[config.mk]
export PLATFORM = sky130hd
export DESIGN_NAME = seg_scan_mux_flat
export DESIGN_NICKNAME = d
export VERILOG_FILES = /design/src/rtl/seg_pkg.sv /design/src/rtl/seg_scan_mux_if.sv /design/src/rtl/seg_scan_timer.sv /design/src/rtl/seg_scan_mux.sv /design/src/flat_wrapper.sv
export SDC_FILE = /design/constraint.sdc
export NUM_CORES = 1
export LEC_CHECK = 0
export CAP_MARGIN = 20
export CORE_AREA = 3 3 91 93
export DETAILED_ROUTE_END_ITERATION = 7
export DIE_AREA = 0 0 94 96
export SLEW_MARGIN = 20
export SYNTH_ARGS = -nofsm -noshare
export SYNTH_HDL_FRONTEND = slang
export SYNTH_SLANG_ARGS = --single-unit
export TNS_END_PERCENT = 50
[constraint.sdc]
create_clock -name clk -period 3.2 [get_ports clk]
set_input_delay 0.32 -clock clk [delete_from_list [all_inputs] [get_ports clk]]
set_output_delay 0.32 -clock clk [all_outputs]
set_load 0.01 [all_outputs]
[src/rtl/seg_pkg.sv]
// Shared types and constants for the time-multiplexed 7-segment scanner.
package seg_pkg;

   localparam logic [8:0] ZERO_PAT = 9'h03f;

   typedef enum logic [1:0] {
      IDLE,
      BLANK,
      DRIVE
   } state_e;

   // Idle level of a single segment or digit-enable line: high when that line is active-low.
   function automatic logic seg_off(input bit act_low);
      return act_low;
   endfunction

   function automatic logic dig_off(input bit act_low);
      return act_low;
   endfunction

endpackage

[src/rtl/seg_scan_mux_if.sv]
// Pattern inputs, controls and display outputs of the scanner.
interface seg_scan_mux_if #(
   parameter int NUM_DIGITS = 2,
   parameter int SEG_W      = 9
);
   logic [NUM_DIGITS*SEG_W-1:0] seg_in;
   logic                        en;
   logic [3:0]                  bright;
   logic                        lz_blank;
   logic [SEG_W-1:0]            seg_out;
   logic [NUM_DIGITS-1:0]       dig_sel;
   logic                        frame_tick;

   modport master (
      output seg_in, en, bright, lz_blank,
      input  seg_out, dig_sel, frame_tick
   );

   modport slave (
      input  seg_in, en, bright, lz_blank,
      output seg_out, dig_sel, frame_tick
   );
endinterface

[src/rtl/seg_scan_timer.sv]
// Slot/digit timebase: counts clocks within a digit slot, steps the digit index
// and flags the last cycle of every slot and of every frame.
module seg_scan_timer #(
   parameter int SCAN_DIV   = 12000,
   parameter int NUM_DIGITS = 2,
   parameter int SLOT_W     = (SCAN_DIV > 1) ? $clog2(SCAN_DIV) : 1,
   parameter int DIG_W      = (NUM_DIGITS > 1) ? $clog2(NUM_DIGITS) : 1
) (
   input  logic              clk,
   input  logic              rst,
   input  logic              clear_i,
   input  logic              run_i,
   output logic [SLOT_W-1:0] slot_cnt_o,
   output logic [DIG_W-1:0]  digit_o,
   output logic              slot_end_o,
   output logic              frame_end_o
);
   localparam logic [SLOT_W-1:0] SLOT_LAST = SLOT_W'(SCAN_DIV - 1);
   localparam logic [DIG_W-1:0]  DIG_LAST  = DIG_W'(NUM_DIGITS - 1);

   logic [SLOT_W-1:0] slot_q, slot_d;
   logic [DIG_W-1:0]  digit_q, digit_d;
   logic              slot_end;

   assign slot_end = run_i && (slot_q == SLOT_LAST);

   always_comb begin
      slot_d  = slot_q;
      digit_d = digit_q;
      if (clear_i) begin
         slot_d  = '0;
         digit_d = '0;
      end else if (slot_end) begin
         slot_d  = '0;
         digit_d = (digit_q == DIG_LAST) ? '0 : digit_q + 1'b1;
      end else if (run_i) begin
         slot_d = slot_q + 1'b1;
      end
   end

   always_ff @(posedge clk or negedge rst) begin
      if (!rst) begin
         slot_q  <= '0;
         digit_q <= '0;
      end else begin
         slot_q  <= slot_d;
         digit_q <= digit_d;
      end
   end

   assign slot_cnt_o  = slot_q;
   assign digit_o     = digit_q;
   assign slot_end_o  = slot_end;
   assign frame_end_o = slot_end && (digit_q == DIG_LAST);

endmodule

[src/rtl/seg_scan_mux.sv]
// Multiplexed 7-segment driver: per-frame snapshot, dead time between digits,
// 16-level brightness PWM and leading-zero blanking, all outputs registered.
module seg_scan_mux
   import seg_pkg::*;
#(
   parameter int NUM_DIGITS  = 2,
   parameter int SEG_W       = 9,
   parameter int SCAN_DIV    = 12000,
   parameter int BLANK_CYC   = 120,
   parameter bit SEG_ACT_LOW = 1'b0,
   parameter bit DIG_ACT_LOW = 1'b1
) (
   input logic           clk,
   input logic           rst,
   seg_scan_mux_if.slave bus
);
   localparam int SLOT_W = (SCAN_DIV > 1) ? $clog2(SCAN_DIV) : 1;
   localparam int DIG_W  = (NUM_DIGITS > 1) ? $clog2(NUM_DIGITS) : 1;

   localparam logic [SLOT_W-1:0]     BLANK_LAST = SLOT_W'(BLANK_CYC - 1);
   localparam logic [SEG_W-1:0]      ZERO_LOC   = SEG_W'(ZERO_PAT);
   localparam logic [SEG_W-1:0]      SEG_IDLE   = {SEG_W{seg_off(SEG_ACT_LOW)}};
   localparam logic [NUM_DIGITS-1:0] DIG_IDLE   = {NUM_DIGITS{dig_off(DIG_ACT_LOW)}};

   state_e state_q, state_d;

   logic [SLOT_W-1:0] slot_cnt;
   logic [DIG_W-1:0]  digit;
   logic              slot_end, frame_end;
   logic              tmr_clear, tmr_run;

   logic [NUM_DIGITS-1:0][SEG_W-1:0] snap_q, snap_d;
   logic                             snap_load;
   logic [3:0]                       pwm_q, pwm_d;

   logic [NUM_DIGITS-1:0] digit_hot;
   logic [NUM_DIGITS-1:0] lz_mask;
   logic                  zero_run;
   logic [SEG_W-1:0]      cur_pat;

   logic [SEG_W-1:0]      seg_q, seg_d;
   logic [NUM_DIGITS-1:0] dig_q, dig_d;
   logic                  tick_q, tick_d;

   // The timebase sits at zero whenever the display is idle so every start is aligned to digit 0.
   assign tmr_clear = !bus.en || (state_q == IDLE);
   assign tmr_run   = bus.en && (state_q != IDLE);

   seg_scan_timer #(
      .SCAN_DIV   (SCAN_DIV),
      .NUM_DIGITS (NUM_DIGITS),
      .SLOT_W     (SLOT_W),
      .DIG_W      (DIG_W)
   ) u_timer (
      .clk         (clk),
      .rst         (rst),
      .clear_i     (tmr_clear),
      .run_i       (tmr_run),
      .slot_cnt_o  (slot_cnt),
      .digit_o     (digit),
      .slot_end_o  (slot_end),
      .frame_end_o (frame_end)
   );

   always_comb begin
      state_d = state_q;
      case (state_q)
         IDLE:    if (bus.en) state_d = BLANK;
         BLANK:   if (!bus.en) state_d = IDLE;
                  else if (slot_cnt == BLANK_LAST) state_d = DRIVE;
         DRIVE:   if (!bus.en) state_d = IDLE;
                  else if (slot_end) state_d = BLANK;
         default: state_d = IDLE;
      endcase
   end

   assign snap_load = bus.en && ((state_q == IDLE) || frame_end);
   assign snap_d    = snap_load ? bus.seg_in : snap_q;
   assign pwm_d     = pwm_q + 4'd1;

   genvar gi;
   for (gi = 0; gi < NUM_DIGITS; gi++) begin : g_digit
      assign digit_hot[gi] = (digit == DIG_W'(gi));
   end

   // A digit is blanked only while it and every more-significant digit show zero.
   always_comb begin
      lz_mask  = '0;
      zero_run = 1'b1;
      for (int i = NUM_DIGITS - 1; i >= 1; i--) begin
         zero_run   = zero_run && (snap_q[i] == ZERO_LOC);
         lz_mask[i] = bus.lz_blank && zero_run;
      end
   end

   assign cur_pat = snap_q[digit];

   // PWM-off cycles keep the pattern on the bus; only the digit enable is gated.
   always_comb begin
      seg_d  = SEG_IDLE;
      dig_d  = DIG_IDLE;
      tick_d = frame_end;
      if (bus.en && (state_q == DRIVE) && !lz_mask[digit]) begin
         seg_d = cur_pat ^ {SEG_W{SEG_ACT_LOW}};
         if (pwm_q <= bus.bright) begin
            dig_d = digit_hot ^ {NUM_DIGITS{DIG_ACT_LOW}};
         end
      end
   end

   always_ff @(posedge clk or negedge rst) begin
      if (!rst) begin
         state_q <= IDLE;
         snap_q  <= '0;
         pwm_q   <= '0;
         seg_q   <= SEG_IDLE;
         dig_q   <= DIG_IDLE;
         tick_q  <= 1'b0;
      end else begin
         state_q <= state_d;
         snap_q  <= snap_d;
         pwm_q   <= pwm_d;
         seg_q   <= seg_d;
         dig_q   <= dig_d;
         tick_q  <= tick_d;
      end
   end

   assign bus.seg_out    = seg_q;
   assign bus.dig_sel    = dig_q;
   assign bus.frame_tick = tick_q;

endmodule

[src/flat_wrapper.sv]
// flat-port wrapper written by rule: the top's interface ports become plain ports
module seg_scan_mux_flat import seg_pkg::*;
#(
   parameter int NUM_DIGITS  = 2,
   parameter int SEG_W       = 9,
   parameter int SCAN_DIV    = 12000,
   parameter int BLANK_CYC   = 120,
   parameter bit SEG_ACT_LOW = 1'b0,
   parameter bit DIG_ACT_LOW = 1'b1
)
  (clk, rst, bus_seg_in, bus_en, bus_bright, bus_lz_blank, bus_seg_out, bus_dig_sel, bus_frame_tick);
  seg_scan_mux_if #(.NUM_DIGITS(NUM_DIGITS), .SEG_W(SEG_W)) bus_i ();
  input logic clk;
  input logic rst;
  input wire logic [$bits(bus_i.seg_in)-1:0] bus_seg_in;
  input wire logic [$bits(bus_i.en)-1:0] bus_en;
  input wire logic [$bits(bus_i.bright)-1:0] bus_bright;
  input wire logic [$bits(bus_i.lz_blank)-1:0] bus_lz_blank;
  output wire logic [$bits(bus_i.seg_out)-1:0] bus_seg_out;
  output wire logic [$bits(bus_i.dig_sel)-1:0] bus_dig_sel;
  output wire logic [$bits(bus_i.frame_tick)-1:0] bus_frame_tick;
  assign bus_i.seg_in = bus_seg_in;
  assign bus_i.en = bus_en;
  assign bus_i.bright = bus_bright;
  assign bus_i.lz_blank = bus_lz_blank;
  assign bus_seg_out = bus_i.seg_out;
  assign bus_dig_sel = bus_i.dig_sel;
  assign bus_frame_tick = bus_i.frame_tick;
  seg_scan_mux #(.NUM_DIGITS(NUM_DIGITS), .SEG_W(SEG_W), .SCAN_DIV(SCAN_DIV), .BLANK_CYC(BLANK_CYC), .SEG_ACT_LOW(SEG_ACT_LOW), .DIG_ACT_LOW(DIG_ACT_LOW)) u_core (.clk(clk), .rst(rst), .bus(bus_i));
endmodule
==> flow_summary.toml, run 1 <==
[outcome]
outcome = "finished, final reports clean"

[cts]
cts_made_buffers = 5
cts_hold_buf = 0
clkSlewWorstSetupHoldPaths_ps = 100
cts_tree = "yes"
clock_latency_ps = 300
cts_max_level = 2
cts_root_buffer = "clkbuf_8"
postCtsSetupBuffers = 0
clockBufferDepth = 2
cts_resized = 0
cts.sinks = 51

[place]
dp_hpwl_um = 3100
gp_congestion = 0.761
dp_cells = 325
portBuffers = 37

[logic_synthesis]
yosys.cell_types.count = 32
synthFlopType = "dfrtp_1"
synth-seq-cells = 51
synth_most_common_cell = "dfrtp_1"
synthArstFlopShare_pct = 100
synth_warnings = 0
synth_top_area_share_pct = 53.3
synth_area_per_cell_um2 = 12.1
syn_inst = 190
synth.cell_area_um2 = 2300
yosys-top-cells-count = "49 x dfrtp_1, 29 x nor2_1, 13 x xnor2_1"
syn_nets = 222
synth_area_leader_cell = "dfrtp_1"
synth_area_leaders = "dfrtp_1 53%, mux2_4 6.5%, xnor2_1 4.9%, nor2_1 4.7%, mux2i_1 3.9%"
ys_seq_area_share_pct = 55.5
synth-edff-count = 0

[global_routing]
grtUsageTotal_pct = 9.65
grt_overflow = 0
grt_pass1_vias = 1527
grt_first_pass_wirelength_um = 7030
grt_antenna_before_repair = 0
grt_max_degree = 36

[floorplanning]
die_area_um2 = 9020
rows = 32
core_um2 = 7610
ioPinCount = 38
die_h_um = 96
floorplan.initialDensity_pct = 30.3
dieWidth_um = 94

[flow_run]
maxCapViolCount = 0

[final_layout]
drive_above_1_share_pct = 13.9
final_util_pct = 37.6
final_nets = 262
syn_to_final_growth_pct = 24.2
fin_cells = 333
seqCellArea_um2 = 1280
fill_cells = 764
diodes = 0
multi_input_area_um2 = 947

[sta]
drv_slew = 0
grt_setup_unrepaired = "no"
fin_worst_skew_ps = 13.8
fmax_mhz = 388
period_share_pct = 80.5
slew_headroom_pct = 48.7
hold_violations = 0
setup_violations = 0
period_minus_slack_ps = 2580
finalSetupTns_ps = 0
worst_pin_slew_ps = 770

[critical_path]
critPathMaxStageDelay_ps = 670
cp_num_buf_inv = 0
cp_max_fo = 18
crit_path_end_kind = "register"
r2r_setup_slack_ps = 620
crit_type = "reg2reg"
cp.arrival_ps = 2770
crit_required_ps = 3400
startpoint_type = "register"
crit_family = "simple AND/OR/NAND/NOR gates"
cp_slowest_cell = "or4_1"
path_cells = "or3b_1, or4_1, o2bb2ai_4, mux2_2"

[power]
p_leak_nw = 1.16
power_density_nw_per_um2 = 433
ir_drop_mv = 0.195

[route]
firstDrtPassIters = 4
drcViolationCount = 0
totalWireLength_um = 4160
routed-via-count = 1474
viasPerCell = 4.43
ant_nets = 0
drtIter0Drc = 57
wl_per_cell_um = 12.5

[worst_hold_path]
hold_class = "in2async"
## logic make-up after synthesis
group           Yosys count  synth area share, %
flops                    51                 55.5
buf+inv                  14                 3.32
fa+ha+maj                 6                 3.26
compound gates            7                 2.93
xor+xnor                 15                 5.71
simple gates             70                 14.9
mux                      27                 14.3
## power by group
group          internal, W  switching [W]
logic            0.0000885      0.0000474
clock network     0.000177       0.000207
registers         0.000687      0.0000306
total             0.000952       0.000285
## worst reg2reg max path: stages, from the launching register on
cell       delay [ps]
dfrtp_1           420
or3b_1            370
or4_1             670
o2bb2ai_4         610
mux2_2            420
## cell usage in the layout (no fill, tap or decap), drive strengths merged
| cell | netlist | routed |
|---|---|---|
| a21oi | 1 | 1 |
| a32o | 2 | 2 |
| and2 | 1 | 1 |
| buf | 3 | 2 |
| clkbuf | 2 | 6 |
| clkdlybuf4s50 | 0 | 36 |
| clkinv | 0 | 1 |
| clkinvlp | 0 | 1 |
| dfrtp | 49 | 49 |
| dfstp | 2 | 2 |
| ha | 6 | 6 |
| inv | 9 | 9 |
| mux2 | 18 | 18 |
| mux2i | 9 | 9 |
| nand2 | 7 | 7 |
| nand2b | 2 | 2 |
| nand3 | 9 | 9 |
| nand3b | 1 | 1 |
| nand4 | 3 | 3 |
| nand4b | 2 | 2 |
| nor2 | 29 | 29 |
| nor2b | 2 | 2 |
| nor3 | 4 | 4 |
| nor4 | 5 | 5 |
| o21ai | 3 | 3 |
| o2bb2ai | 1 | 1 |
| or2 | 1 | 1 |
| or3 | 1 | 1 |
| or3b | 1 | 1 |
| or4 | 2 | 2 |
| xnor2 | 13 | 13 |
| xor2 | 2 | 2 |
## final cells by class
| class | instances | share of cell area, % |
|---|---|---|
| Sequential cell | 51 | 44.7 |
| Multi-Input combinational cell | 125 | 33.1 |
| Timing Repair Buffer | 38 | 13.0 |
| Tap cell | 102 | 4.46 |
| Clock buffer | 6 | 2.89 |
| Inverter | 9 | 1.18 |
| Clock inverter | 2 | 0.569 |
## metrics by stage
stage	worst slack (ps)	total power, W	hold slack [ps]	area [um2]
global placement	659	0.000864	439	2760
detailed placement	609	0.000869	440	2760
CTS	607	0.00126	104	2860
floorplan	939	0.000807	24.4	2300
finish	623	0.00124	88.8	2860
global route	488	0.00130	135	2860
## per-layer routing
layer / track usage, % / wire length [um] / up-vias
li1: - / - / 727
met1: 13.3 / 2000 / 723
met4: 2.89 / 53 / 0
met5: 0 / 0 / -
met2: 15.4 / 2000 / 19
met3: 1.95 / 103 / 5
## path summary, 6_finish.rpt
check,from,cells past startpoint,to
setup reg to reg,u_core.u_timer.slot_cnt_o[8],4,u_core.snap_q[6]
hold reg to reg,u_core.pwm_q[3],1,u_core.pwm_q[3]
setup / recovery,u_core.u_timer.slot_cnt_o[8],4,u_core.snap_q[6]
hold / removal,rst,1,u_core.snap_q[3]
max in group asynchronous,rst,2,u_core.bus.dig_sel[0]
min in group clk,u_core.pwm_q[3],1,u_core.pwm_q[3]
## registers in the layout, summed over array words and instances, names as in the netlist
| signal | count |
|---|---|
| u_core.snap_q | 18 |
| u_core.u_timer.slot_cnt_o | 14 |
| u_core.bus.frame_tick | 1 |
| u_core.pwm_q | 4 |
| u_core.u_timer.digit_o | 1 |
| u_core.bus.dig_sel | 2 |
| u_core.bus.seg_out | 9 |
| u_core.state_q | 2 |
Note: power is estimated with default switching activity, not from simulation.
==> run 2: changes to the inputs <==
clock period = 2.24 ns   (was 3.2 ns; I/O delays follow)
==> run 2 against run 1 <==
Effect of this change: critical path depth grew 1; first-iteration DRC count shrank 23%; worst setup slack lost 520 ps; non-clock buffer count grew 8; register-to-register slack lost 520 ps; fmax grew 20%; combinational power grew 46%; cell count grew 2.4%; critical path type unchanged.
==> flow_summary.toml, run 2 (synthesis results as in run 1) <==
[critical_path]
cp_max_fo = 18
crit_path_end_kind = "register"
startpoint = "u_core.u_timer.slot_cnt_o[8]"
r2r_setup_slack_ps = 100
endpoint = "u_core.snap_q[11]"
startpoint_type = "register"
cp.arrival_ps = 2330
reg2reg_depth = 5
r2r-end = "u_core.snap_q[11]"
crit_required_ps = 2430
crit_type = "reg2reg"
r2r-start = "u_core.u_timer.slot_cnt_o[8]"

[final_layout]
syn_to_final_growth_pct = 27.6
regMostFlops = "u_core.snap_q"
diodes = 0
final_nets = 270
fin_cells = 341
final_cell_mix = "49 x dfrtp_1, 36 x clkdlybuf4s50_1, 29 x nor2_1"
largest_reg_flops = 18
drive_above_1_share_pct = 16.7
final_common_cell = "dfrtp_1"

[floorplanning]
dieWidth_um = 94
die_h_um = 96
rows = 32
ioPinCount = 38
die_area_um2 = 9020
core_um2 = 7610
floorplan.initialDensity_pct = 30.3

[cts]
clock_latency_ps = 300
cts.sinks = 51
cts_root_buffer = "clkbuf_8"
postCtsSetupBuffers = 0
clkSlewWorstSetupHoldPaths_ps = 90
clockBufferDepth = 2
cts_max_level = 2
cts_tree = "yes"
cts_made_buffers = 5
cts_resized = 0
cts_hold_buf = 0

[power]
ir_drop_mv = 0.261
p_leak_nw = 1.21
power_density_nw_per_um2 = 612

[route]
viasPerCell = 4.34
routed-via-count = 1481
wl_per_cell_um = 12.1
totalWireLength_um = 4140
firstDrtPassIters = 4
ant_nets = 0
drcViolationCount = 0
drtIter0Drc = 44

[sta]
fin_worst_skew_ps = 4.27
grt_setup_unrepaired = "no"
drv_slew = 0
fmax_mhz = 467
slew_headroom_pct = 57.9
worst_pin_slew_ps = 631
finalSetupTns_ps = 0
hold_violations = 0
setup_violations = 0
period_share_pct = 95.5
period_minus_slack_ps = 2140

[global_routing]
grt_max_degree = 52
grtUsageTotal_pct = 9.75
grt_antenna_before_repair = 0
grt_overflow = 0
grt_first_pass_wirelength_um = 6900
grt_pass1_vias = 1466

[worst_hold_path]
hold_class = "in2async"

[place]
gp_congestion = 0.771
dp_cells = 333
dp_hpwl_um = 3030
portBuffers = 37

[flow_run]
maxCapViolCount = 0

[outcome]
outcome = "finished, final reports clean"
-- run 2: worst min path at each step --
stage | slack [ps] | end | startpoint
floorplan | -70 | u_core.bus.frame_tick | rst
global placement | 370 | u_core.bus.seg_out[3] | rst
detailed placement | 380 | u_core.bus.seg_out[3] | rst
CTS | 40 | u_core.bus.seg_out[3] | rst
global route | 80 | u_core.bus.seg_out[3] | rst
finish | 30 | u_core.bus.seg_out[3] | rst
-- run 2: critical path, stage by stage (launching register included) --
cell and delay [ps]:
dfrtp_1 380, or3b_1 360, or4_1 580, o2bb2ai_4 170, buf_12 190, mux2_2 350
-- run 2: layout make-up --
class                      count  area, um2
clock buffer                   7       96.3
inverter                       9       33.8
multi-input combinational    125        947
tap                          102        128
fill                         765       4670
clock inverter                 1       7.51
timing repair buffer          46        445
sequential                    51       1280
-- run 2: per-layer routing --
metal	vias to the layer above	track usage [%]	wire length (um)
met5	-	0	0
met4	0	3.61	65
met3	5	1.88	122
met2	22	14.9	1960
met1	711	13.7	2000
li1	743	-	-
-- run 2: power breakdown --
group	switching, W	leakage (nW)	internal (W)
registers	0.0000428	0.657	0.000982
logic	0.0000676	0.500	0.000131
clock network	0.000292	0.0505	0.000281
-- run 2: through the flow --
stage	utilization, %	area, um2	worst slack (ps)	hold WS, ps	power [W]
after CTS	38.6	2940	83.9	42.1	0.00183
after floorplan	-	2300	0.0202	-71.6	0.00115
after detailed placement	37.2	2830	101	380	0.00125
after global routing	38.6	2940	12.5	77.4	0.00189
after global placement	37.2	2830	142	375	0.00124
final	38.6	2940	101	25.8	0.00180
==> run 3: changes to the inputs <==
CAP_MARGIN = unset   (was 20)
clock period = 1.9 ns   (was 2.24 ns; I/O delays follow)
==> run 3 against run 2 <==
Effect of this change: the run now ends with negative setup slack left; clock skew increased by 6.0 ps; routed wire length increased by 10%; sequential share of layout area decreased by 2.4 points; hold slack better by 440 ps; combinational power rose by 35%; sequential power up 19%; largest power group unchanged.
==> flow_summary.toml, run 3 (synthesis results as in run 1) <==
[outcome]
outcome = "finished with violations"
violations = "negative setup slack"

[final_layout]
final_util_pct = 40.9
largest_reg_flops = 18
fin_cells = 362
final_cell_mix = "49 x dfrtp_1, 36 x clkdlybuf4s50_1, 29 x nor2_1"
final_common_cell = "dfrtp_1"
drive_above_1_share_pct = 23.8
fill_cells = 745
seqCellArea_um2 = 1280
final_nets = 291
regMostFlops = "u_core.snap_q"
diodes = 0
multi_input_area_um2 = 970
syn_to_final_growth_pct = 35.1
fin_area_um2 = 3110

[global_routing]
grtUsageTotal_pct = 10.8
grt_pass1_vias = 1683
grt_antenna_before_repair = 0
grt_first_pass_wirelength_um = 7720
grt_max_degree = 33
grt_overflow = 0

[place]
gp_congestion = 0.855
dp_cells = 350
dp_hpwl_um = 3380
place_area_um2 = 2960
portBuffers = 37

[sta]
setup_violations = 18
fin_worst_skew_ps = 10.3
fmax_mhz = 486
drv_slew = 0
period_share_pct = 108
worst_pin_slew_ps = 695
slew_headroom_pct = 53.6
period_minus_slack_ps = 2060
grt_setup_unrepaired = "yes"
setup_slack_ps = -158
hold_violations = 0

[route]
ant_nets = 0
drtIter0Drc = 44
totalWireLength_um = 4560
viasPerCell = 4.40
firstDrtPassIters = 4
drcViolationCount = 0
routed-via-count = 1593
wl_per_cell_um = 12.6

[floorplanning]
rows = 32
floorplan.initialDensity_pct = 30.3
die_h_um = 96
ioPinCount = 38
core_um2 = 7610
die_area_um2 = 9020
dieWidth_um = 94

[cts]
cts_made_buffers = 5
clockBufferDepth = 2
clock_latency_ps = 300
cts.sinks = 51
cts_tree = "yes"
cts_max_level = 2
cts_root_buffer = "clkbuf_8"
clkSlewWorstSetupHoldPaths_ps = 90

[critical_path]
crit_path_end_kind = "register"
cp_max_fo = 5
cp.arrival_ps = 2250
cp_slowest_cell = "or4_4"
critPathMaxStageDelay_ps = 440
startpoint_type = "register"
crit_required_ps = 2090
crit_type = "reg2reg"
path_cells = "or3b_1, or4_4, o2bb2ai_4, buf_4, buf_12, mux2_2"

[power]
ir_drop_mv = 0.257
p_leak_nw = 1.32
power_w = 0.00208
power_density_nw_per_um2 = 669

[worst_hold_path]
hold_class = "in2async"

[flow_run]
maxCapViolCount = 0
## run 3: cell types whose count changed in the layout (fill, tap and decap cells not counted), sizes merged
cell         before  now
buf              10   30
clkinv            0    2
clkbuf            7    6
clkinvlp          1    0
dlygate4sd3       0    1
## run 3: final cells by class
type,count,share of cell area (%)
flip-flops and latches,51,41.1
multi-input cells,125,31.2
repair buffers,67,19.7
well taps,102,4.10
clock buffers,6,2.33
inverters,9,1.09
clock inverters,2,0.443
## run 3: worst paths after layout
| check | end | cells after the start | slack (ps) | start |
|---|---|---|---|---|
| worst min-delay path | u_core.snap_q[14] | 2 | 470 | rst |
| worst min register to register | u_core.pwm_q[0] | 1 | 470 | u_core.pwm_q[0] |
| max in group asynchronous | u_core.u_timer.slot_cnt_o[2] | 3 | 790 | rst |
| worst max register to register | u_core.snap_q[10] | 6 | -160 | u_core.u_timer.slot_cnt_o[8] |
| worst max-delay path | u_core.snap_q[10] | 6 | -160 | u_core.u_timer.slot_cnt_o[8] |
| min in group clk | u_core.pwm_q[0] | 1 | 470 | u_core.pwm_q[0] |
## run 3: per-layer routing
layer	track usage [%]	up-vias	share of wire [%]
li1	-	787	-
met4	3.01	0	0.46
met5	0	-	0
met1	14.6	777	48
met3	2.58	3	3.5
met2	17.3	26	48
## run 3: report_power, final
part	switching [W]	total (W)	internal, W
combinational	0.0000895	0.000268	0.000179
sequential	0.0000516	0.00121	0.00116
clock	0.000344	0.000604	0.000260
## run 3: stage by stage
step	setup WS (ps)	hold slack, ps	TNS, ps
detailed placement	-237	274	-3990
CTS	-170	477	-2890
global placement	-194	272	-3140
finish	-158	466	-1670
floorplan	-340	-106	-6380
global route	-240	491	-3180
## run 3: timing repair
action,CTS,global route
gates resized for setup,4,6
hold buffers,1,0
setup endpoints to repair,32,22
hold endpoints to repair,28,0
buffers inserted,3,0
cloned,2,0
pin swaps,2,1
## run 3: critical path, delay by kind of cell (launching register included)
kind            cells  cell delay [ps]
compound gates      1              180
buf+inv             2              260
mux                 1              320
simple gates        2              810
flops               1              380
